$ cat config.mk
export PLATFORM = sky130hd
export DESIGN_NAME = keypad_scanner
export DESIGN_NICKNAME = d
export VERILOG_FILES = /design/src/rtl/keypad_pkg.sv /design/src/rtl/sync_2ff.sv /design/src/rtl/keypad_scanner.sv
export SDC_FILE = /design/constraint.sdc
export NUM_CORES = 1
export LEC_CHECK = 0
export CAP_MARGIN = 25
export CORE_MARGIN = 2
export CORE_UTILIZATION = 45
export DETAILED_ROUTE_END_ITERATION = 6
export PLACE_DENSITY = 0.78
export SYNTH_ARGS = -nofsm -noshare
export SYNTH_HDL_FRONTEND = slang
export SYNTH_SLANG_ARGS = --single-unit
$ cat constraint.sdc
create_clock -name clk_10000Hz -period 2.2 [get_ports clk_10000Hz]
set_input_delay 0.22 -clock clk_10000Hz [delete_from_list [all_inputs] [get_ports clk_10000Hz]]
set_output_delay 0.22 -clock clk_10000Hz [all_outputs]
set_load 0.01 [all_outputs]
$ cat src/rtl/keypad_pkg.sv
// Shared types and helpers for the keypad scanner.
// Combinational helpers only; no state, no flow control.
package keypad_pkg;

    localparam int KEY_CODE_W = 4;
    localparam int ROWS       = 4;
    localparam int COLS       = 4;

    localparam logic [ROWS-1:0] ROW_IDLE = 4'b1111;

    typedef enum logic [1:0] {
        ST_IDLE,
        ST_CONFIRM,
        ST_HELD,
        ST_RELEASE
    } state_t;

    typedef enum logic [1:0] {
        FR_NONE,
        FR_SINGLE,
        FR_MULTI
    } frame_t;

    function automatic logic [2:0] hit_count(input logic [COLS-1:0] p);
        hit_count = {2'b00, p[0]} + {2'b00, p[1]} + {2'b00, p[2]} + {2'b00, p[3]};
    endfunction

    // Lowest pressed column wins when a row reports several hits.
    function automatic logic [1:0] first_col(input logic [COLS-1:0] p);
        first_col = 2'd0;
        for (int i = COLS - 1; i >= 0; i--) begin
            if (p[i]) first_col = 2'(i);
        end
    endfunction

endpackage

$ cat src/rtl/sync_2ff.sv
// Two-flop synchronizer for asynchronous inputs, with synchronous reset value.
// Latency: 2 cycles. No backpressure.
module sync_2ff #(
    parameter int               WIDTH   = 1,
    parameter logic [WIDTH-1:0] RST_VAL = '0
) (
    input  logic             clk,
    input  logic             reset,
    input  logic [WIDTH-1:0] d,
    output logic [WIDTH-1:0] q
);

    logic [WIDTH-1:0] meta_q;
    logic [WIDTH-1:0] sync_q;

    always_ff @(posedge clk) begin
        if (reset) begin
            meta_q <= RST_VAL;
            sync_q <= RST_VAL;
        end else begin
            meta_q <= d;
            sync_q <= meta_q;
        end
    end

    assign q = sync_q;

endmodule

$ cat src/rtl/keypad_scanner.sv
// Row-scanning keypad reader with frame-level debounce; one key_valid pulse per confirmed press.
// Latency: up to (DEBOUNCE_FRAMES+1)*4*SCAN_DIV+3 cycles press-to-pulse. No backpressure; pulses are fire-and-forget.
module keypad_scanner
    import keypad_pkg::*;
#(
    parameter int SCAN_DIV        = 4,
    parameter int DEBOUNCE_FRAMES = 3
) (
    input  logic                  clk_10000Hz,
    input  logic                  reset,
    input  logic [COLS-1:0]       key_col_n,
    output logic [ROWS-1:0]       key_row_n,
    output logic                  key_valid,
    output logic [KEY_CODE_W-1:0] key_code,
    output logic                  key_held
);

    localparam int              DW         = $clog2(SCAN_DIV);
    localparam logic [DW-1:0]   DWELL_LAST = DW'(SCAN_DIV - 1);
    localparam logic [3:0]      DEB_MAX    = 4'(DEBOUNCE_FRAMES);

    logic [DW-1:0]         dwell_q, dwell_d;
    logic [1:0]            row_idx_q, row_idx_d;
    logic [ROWS-1:0]       key_row_n_q, key_row_n_d;
    logic [1:0]            acc_cnt_q, acc_cnt_d;
    logic [KEY_CODE_W-1:0] acc_code_q, acc_code_d;
    logic                  frame_done_q, frame_done_d;
    state_t                state_q, state_d;
    logic [KEY_CODE_W-1:0] cand_q, cand_d;
    logic [3:0]            cnt_q, cnt_d;
    logic                  key_valid_q, key_valid_d;
    logic [KEY_CODE_W-1:0] key_code_q, key_code_d;
    logic                  key_held_q, key_held_d;

    logic [COLS-1:0]       col_s;
    logic [COLS-1:0]       pressed;
    logic [2:0]            hits;
    logic [2:0]            hit_sum;
    logic                  sample_en;
    frame_t                frame_res;

    sync_2ff #(
        .WIDTH   (COLS),
        .RST_VAL (ROW_IDLE)
    ) u_col_sync (
        .clk   (clk_10000Hz),
        .reset (reset),
        .d     (key_col_n),
        .q     (col_s)
    );

    assign sample_en = (dwell_q == DWELL_LAST);
    assign pressed   = ~col_s;
    assign hits      = hit_count(pressed);
    assign hit_sum   = {1'b0, acc_cnt_q} + hits;

    always_comb begin
        dwell_d   = dwell_q + DW'(1);
        row_idx_d = row_idx_q;
        if (sample_en) begin
            dwell_d   = '0;
            row_idx_d = row_idx_q + 2'd1;
        end
        key_row_n_d = ~(4'b0001 << row_idx_d);
    end

    // Accumulators clear in the evaluation cycle; no sample can land there since dwell is 0.
    always_comb begin
        acc_cnt_d    = acc_cnt_q;
        acc_code_d   = acc_code_q;
        frame_done_d = 1'b0;
        if (frame_done_q) begin
            acc_cnt_d  = '0;
            acc_code_d = '0;
        end else if (sample_en) begin
            if (acc_cnt_q == 2'd0 && hits != 3'd0) begin
                acc_code_d = {row_idx_q, first_col(pressed)};
            end
            acc_cnt_d    = (hit_sum >= 3'd2) ? 2'd2 : hit_sum[1:0];
            frame_done_d = (row_idx_q == 2'd3);
        end
    end

    always_comb begin
        case (acc_cnt_q)
            2'd0:    frame_res = FR_NONE;
            2'd1:    frame_res = FR_SINGLE;
            default: frame_res = FR_MULTI;
        endcase
    end

    always_comb begin
        state_d     = state_q;
        cand_d      = cand_q;
        cnt_d       = cnt_q;
        key_valid_d = 1'b0;
        key_code_d  = key_code_q;
        key_held_d  = key_held_q;
        if (frame_done_q) begin
            case (state_q)
                ST_IDLE: begin
                    if (frame_res == FR_SINGLE) begin
                        state_d = ST_CONFIRM;
                        cand_d  = acc_code_q;
                        cnt_d   = 4'd1;
                    end
                end
                ST_CONFIRM: begin
                    if (frame_res == FR_SINGLE && acc_code_q == cand_q) begin
                        if (cnt_q + 4'd1 == DEB_MAX) begin
                            state_d     = ST_HELD;
                            cnt_d       = '0;
                            key_valid_d = 1'b1;
                            key_code_d  = cand_q;
                            key_held_d  = 1'b1;
                        end else begin
                            cnt_d = cnt_q + 4'd1;
                        end
                    end else if (frame_res == FR_SINGLE) begin
                        cand_d = acc_code_q;
                        cnt_d  = 4'd1;
                    end else begin
                        state_d = ST_IDLE;
                        cnt_d   = '0;
                    end
                end
                ST_HELD: begin
                    if (frame_res == FR_NONE) begin
                        state_d = ST_RELEASE;
                        cnt_d   = 4'd1;
                    end
                end
                ST_RELEASE: begin
                    if (frame_res == FR_NONE) begin
                        if (cnt_q + 4'd1 == DEB_MAX) begin
                            state_d    = ST_IDLE;
                            cnt_d      = '0;
                            key_held_d = 1'b0;
                        end else begin
                            cnt_d = cnt_q + 4'd1;
                        end
                    end else begin
                        state_d = ST_HELD;
                        cnt_d   = '0;
                    end
                end
                default: begin
                    state_d = ST_IDLE;
                    cnt_d   = '0;
                end
            endcase
        end
    end

    always_ff @(posedge clk_10000Hz) begin
        if (reset) begin
            dwell_q      <= '0;
            row_idx_q    <= '0;
            key_row_n_q  <= 4'b1110;
            acc_cnt_q    <= '0;
            acc_code_q   <= '0;
            frame_done_q <= 1'b0;
            state_q      <= ST_IDLE;
            cand_q       <= '0;
            cnt_q        <= '0;
            key_valid_q  <= 1'b0;
            key_code_q   <= '0;
            key_held_q   <= 1'b0;
        end else begin
            dwell_q      <= dwell_d;
            row_idx_q    <= row_idx_d;
            key_row_n_q  <= key_row_n_d;
            acc_cnt_q    <= acc_cnt_d;
            acc_code_q   <= acc_code_d;
            frame_done_q <= frame_done_d;
            state_q      <= state_d;
            cand_q       <= cand_d;
            cnt_q        <= cnt_d;
            key_valid_q  <= key_valid_d;
            key_code_q   <= key_code_d;
            key_held_q   <= key_held_d;
        end
    end

    assign key_row_n = key_row_n_q;
    assign key_valid = key_valid_q;
    assign key_code  = key_code_q;
    assign key_held  = key_held_q;

endmodule

# Yosys cells after proc, flatten, opt, wreduce, memory -nomap -nowiden
# Index checks and enable logic that the tools add are counted.
# classes
n_eq_ne,19
order_cmp,1
addsub,7
shift,1
mux,31
bitwise,6
n_reduce_logical,18
# op_table
cell,count
4-bit two-way mux,7
2-bit two-way mux,13
4-bit case mux with 4 select lines,1
2-bit != test (second input constant),7
6-bit AND reduction,2
3-bit != test (second input constant),3
2-bit equality test (second input constant),4
4-bit NOT,2
2-bit case mux with 4 select lines,1
4-bit case mux with 2 select lines,1
2-bit by 1-bit equality test with 1-bit output (second input constant),3
2-bit zero test,3
1-bit two-way mux,6
3-bit AND reduction,2
2-bit by 1-bit adder with 2-bit output (second input constant),2
4-bit by 1-bit adder with 4-bit output (second input constant),1
4-bit by 2-bit equality test with 1-bit output (second input constant),1
4-bit equality test,1
1-bit NOT,4
2-bit case mux with 2 select lines,1
4-bit AND reduction,1
2-bit nonzero test,2
2-bit OR reduction,2
4-bit OR reduction,1
other kinds (11),12
# totals
input_bits,6
word_cells,97
register_bits,39
out_inout_bits,10

# Longest topological paths before layout
# depth
depth_word,7
mapped_depth,9
mapped_depth_nobuf,9

# Cells and area by module
# Synthesis repeated with hierarchy kept, for this count alone.
# hier_totals
cells_unflattened,165
hier_area_um2,1674.1
# modules_own_cells
module,seq_area_each_um2,area_each_um2,cells_per_inst,instances
keypad_scanner,620.6,1463.9,149,1
sync_2ff,160.2,210.2,16,1

# Least setup slack after synthesis
# OpenSTA, ideal clock, no wires.
# synth_path
kind,reg2reg
start,"register u_col_sync.sync_q[0], in the netlist u_col_sync.q[0]"
end,register acc_cnt_q[0]
synth_period_minus_slack_ns,2.251
path_stages_with_launch,10
setup_time_ns,0.070
required_time_ns,2.130
n_path_buf,0
path_slack_ns,-0.051
t_arrival_ns,2.181
cell_sequence,dfxtp_1 -> inv_1 -> fa_1 -> ha_1 -> ha_1 -> fa_1 -> xor2_1 -> nor2_1 -> nand3_1 -> a21oi_1
# synth_between
elab_chain_cells,7
# synth_rtl
item,line_no,text
"start, declared",sync_2ff.sv:14,logic [WIDTH-1:0] sync_q;
"start signal, assigned",sync_2ff.sv:22,sync_q <= meta_q;
4-bit NOT *,keypad_scanner.sv:53,assign pressed = ~col_s;
1-bit by 1-bit adder with 2-bit output *,keypad_pkg.sv:25,"hit_count = {2'b00, p[0]} + {2'b00, p[1]} + {2'b00, p[2]} + {2'b00, p[3]};"
2-bit by 1-bit adder with 3-bit output *,keypad_pkg.sv:25,
3-bit by 1-bit adder with 3-bit output *,keypad_pkg.sv:25,
2-bit by 3-bit adder with 3-bit output *,keypad_scanner.sv:55,"assign hit_sum = {1'b0, acc_cnt_q} + hits;"
3-bit by 2-bit greater-or-equal comparator with 1-bit output,keypad_scanner.sv:79,acc_cnt_d = (hit_sum >= 3'd2) ? 2'd2 : hit_sum[1:0];
2-bit two-way mux *,keypad_scanner.sv:79,
"end signal, assigned",keypad_scanner.sv:173,acc_cnt_q <= acc_cnt_d;
"end, declared",keypad_scanner.sv:25,"logic [1:0] acc_cnt_q, acc_cnt_d;"
# Every way passes the cells marked *; elsewhere a longest branch is shown, timed or not.
# A chain may end at the register's enable or synchronous reset.

# Final worst setup path
# layout_path
start,"register u_col_sync.sync_q[3], in the netlist u_col_sync.q[3]"
end,register acc_cnt_q[0]
# layout_between
elab_chain_cells,5
# layout_rtl
item,line_no
4-bit NOT *,keypad_scanner.sv:53
3-bit by 1-bit adder with 3-bit output *,keypad_pkg.sv:25
2-bit by 3-bit adder with 3-bit output *,keypad_scanner.sv:55
3-bit by 2-bit greater-or-equal comparator with 1-bit output,keypad_scanner.sv:79
2-bit two-way mux *,keypad_scanner.sv:79
# Marked as above.

==> reports/results.tsv <==
metric	value	unit
status	finished, final reports clean	
fmax	455	MHz
wl_per_cell	13.3	µm
vias	1331	
overflow	0	
worstPathRequired	2.43	ns
grt_pass1_wl	5420	µm
placed_cell_area	0.00195	mm²
clk_pin_slew	0.07	ns
drc_errors	0	
antenna_found_initial	0	
maxCapViolCount	0	
wl_met2	1560	µm
io_pins	16	
rsz0062_at_grt	yes	
top_layer	met4	
yosysWarningCount	0	
critPathKind	flop to flop	
die-area	0.00443	mm²
vdd_drop_max	473	µV
grt_util_all_layers	16.4	%
finClkSkew	0.00567	ns
synthFlopType	dfxtp_1	
hold_buffers	0	
synth-edff-count	0	
whs	0.406	ns
power.leakage	0.837	nW
cp-start-kind	flop	
place_congestion	0.850	
relSlewSlack	66.6	%
end_kind	flop	
postSynthAreaPerCell	9.67	µm²
hp-class	flop to flop	
dr_wl_met3	136	µm
synthTopCellsByArea	dfxtp_1 (44%), mux2i_1 (7.4%), ha_1 (5.0%), nor2_1 (4.7%), or2_2 (2.8%)	
insertion_delay	0.29	ns
final_area	0.00210	mm²
port_buffers	15	
cts.sinks	39	
die_y	66.5	µm
yosysSeqAreaShare	44.4	%
power_density	671	mW/mm²
root_buffer	clkbuf_8	
row_count	22	
htreeDepth	2	
grt_max_degree	25	
post-route-util	56.5	%
wirelength_met1	1500	µm
core_area	0.00372	mm²
drive_above_1_share	17.3	%
drt-vias-per-instance	5.43	
total_power	1.41	mW
fin_crit_sh	100	%
synth_fp_nets	197	
drtIter0Drc	49	
dpl.hpwl	2230	µm
synthArstFlopShare	0	%
yosys.area.top_type	dfxtp_1	
cts_tree	built	
synthCells	182	
numCtsBuffers	5	
tightest_slew	0.499	ns
clk_path_buf_depth	2	
maxSlewViolCount	0	
syn_to_final_growth	19.3	%
start_util	47.3	%
cp_max_fo	2	
synth_top_area_share	44.4	%
hold_viol	0	
die_w	66.5	µm
first_pass_iters	4	
setup_viol	0	
ys_types	46	
drt-total-wl	3250	µm
critPathArrivalTime	2.43	ns
min_period	2.20	ns
detail-route-antenna-nets	0	
nets	212	
ys_seq_elements	39	
antenna_cells	0	
grt_pass1_vias	1194	
synth.cell_area	0.00176	mm²
[path summary, 6_finish.rpt]
| kind | startpoint | to | slack (ns) | cells past startpoint |
|---|---|---|---|---|
| max | u_col_sync.q[3] | acc_cnt_q[0] | 0.00003 | 8 |
| min | u_col_sync.meta_q[0] | u_col_sync.q[0] | 0.41 | 1 |
| max reg2reg | u_col_sync.q[3] | acc_cnt_q[0] | 0.00003 | 8 |
| min reg2reg | u_col_sync.meta_q[0] | u_col_sync.q[0] | 0.41 | 1 |
[kinds of logic (layout without fill, tap and decap cells)]
group           Yosys count  count (layout)  share of synthesized area, %
compound gates           30              30                          12.9
xor+xnor                  7               7                          3.49
fa+ha+maj                 9               9                          7.25
simple gates             63              63                          19.8
mux                      13              13                          7.40
buf+inv                  21              36                          4.69
flops                    39              39                          44.4
[layout make-up]
class / count / area, µm²
clock buffer: 5 / 68.8
inverter: 12 / 45.0
timing repair buffer: 17 / 165
fill: 316 / 1620
multi-input combinational: 122 / 938
sequential: 39 / 785
tap: 48 / 60.1
clock inverter: 2 / 37.5
[critical path: stages (launching register included)]
cell and delay, ns:
dfxtp_2 0.34, inv_2 0.04, fa_1 0.51, ha_4 0.18, ha_4 0.27, fa_2 0.43, nor2_2 0.13, nand3_1 0.08
a21oi_1 0.16
[registers in the layout, summed over array words and instances, names as in the netlist, 2 cells and up]
signal and flops:
acc_code_q 4, state_q 2, key_code 4, u_col_sync.meta_q 4, acc_cnt_q 2, u_col_sync.q 4
cand_q 4, key_row_n 4, row_idx_q 2, cnt_q 4, dwell_q 2
[layout by cell type, fill, tap and decap left out, types with 4 or more instances in the layout]
cell type / instances
clkbuf_8: 5
mux2i_1: 13
inv_1: 10
nand2_1: 8
nor2_1: 21
nand3_1: 6
nand2b_1: 4
clkdlybuf4s50_1: 15
or2_2: 8
a21oi_1: 5
xor2_1: 5
ha_1: 4
a211oi_1: 4
dfxtp_1: 36
[timing repair]
| action | 4_1_cts | 5_1_grt |
|---|---|---|
| setup buffers | 1 | 0 |
| pin swaps | 5 | 2 |
| gates resized for setup | 6 | 2 |
| setup endpoints to repair | 2 | 2 |
[through the flow]
| step | setup slack (ns) | setup TNS, ns | instances |
|---|---|---|---|
| 6_report | 0.0000298 | 0 | 245 |
| 3_5_place_dp | -0.106 | -0.185 | 237 |
| 3_3_place_gp | -0.0425 | -0.0425 | 237 |
| 4_1_cts | -0.0257 | -0.0304 | 245 |
| 5_1_grt | -0.0748 | -0.100 | 245 |
| 2_1_floorplan | 0.0104 | 0 | 182 |
[power breakdown]
part	leakage [nW]	internal, mW	total (mW)	switching (mW)
Combinational	0.471	0.0486	0.0952	0.0466
Clock	0.0502	0.331	0.576	0.245
Sequential	0.316	0.725	0.738	0.0128
Total	0.837	1.10	1.41	0.304
[cells in the mapped netlist (2+ instances only)]
cell and n:
a211oi_1 4, a21oi_1 5, a31oi_1 3, and3_1 2, buf_2 3, clkbuf_1 6
dfxtp_1 39, fa_1 2, ha_1 7, inv_1 11, mux2i_1 13, nand2_1 8
nand2b_1 4, nand3_1 6, nor2_1 22, nor3_1 3, o21ai_0 2, o31ai_1 2
or2_2 8, xnor2_1 2, xor2_1 5
[per-layer routing]
layer / GRT usage (%) / up-vias
met5: 0 / -
met4: 6.12 / 0
met3: 5.07 / 5
met2: 27.5 / 28
met1: 19.6 / 633
li1: - / 665
Note: power is estimated with default switching activity, not from simulation.
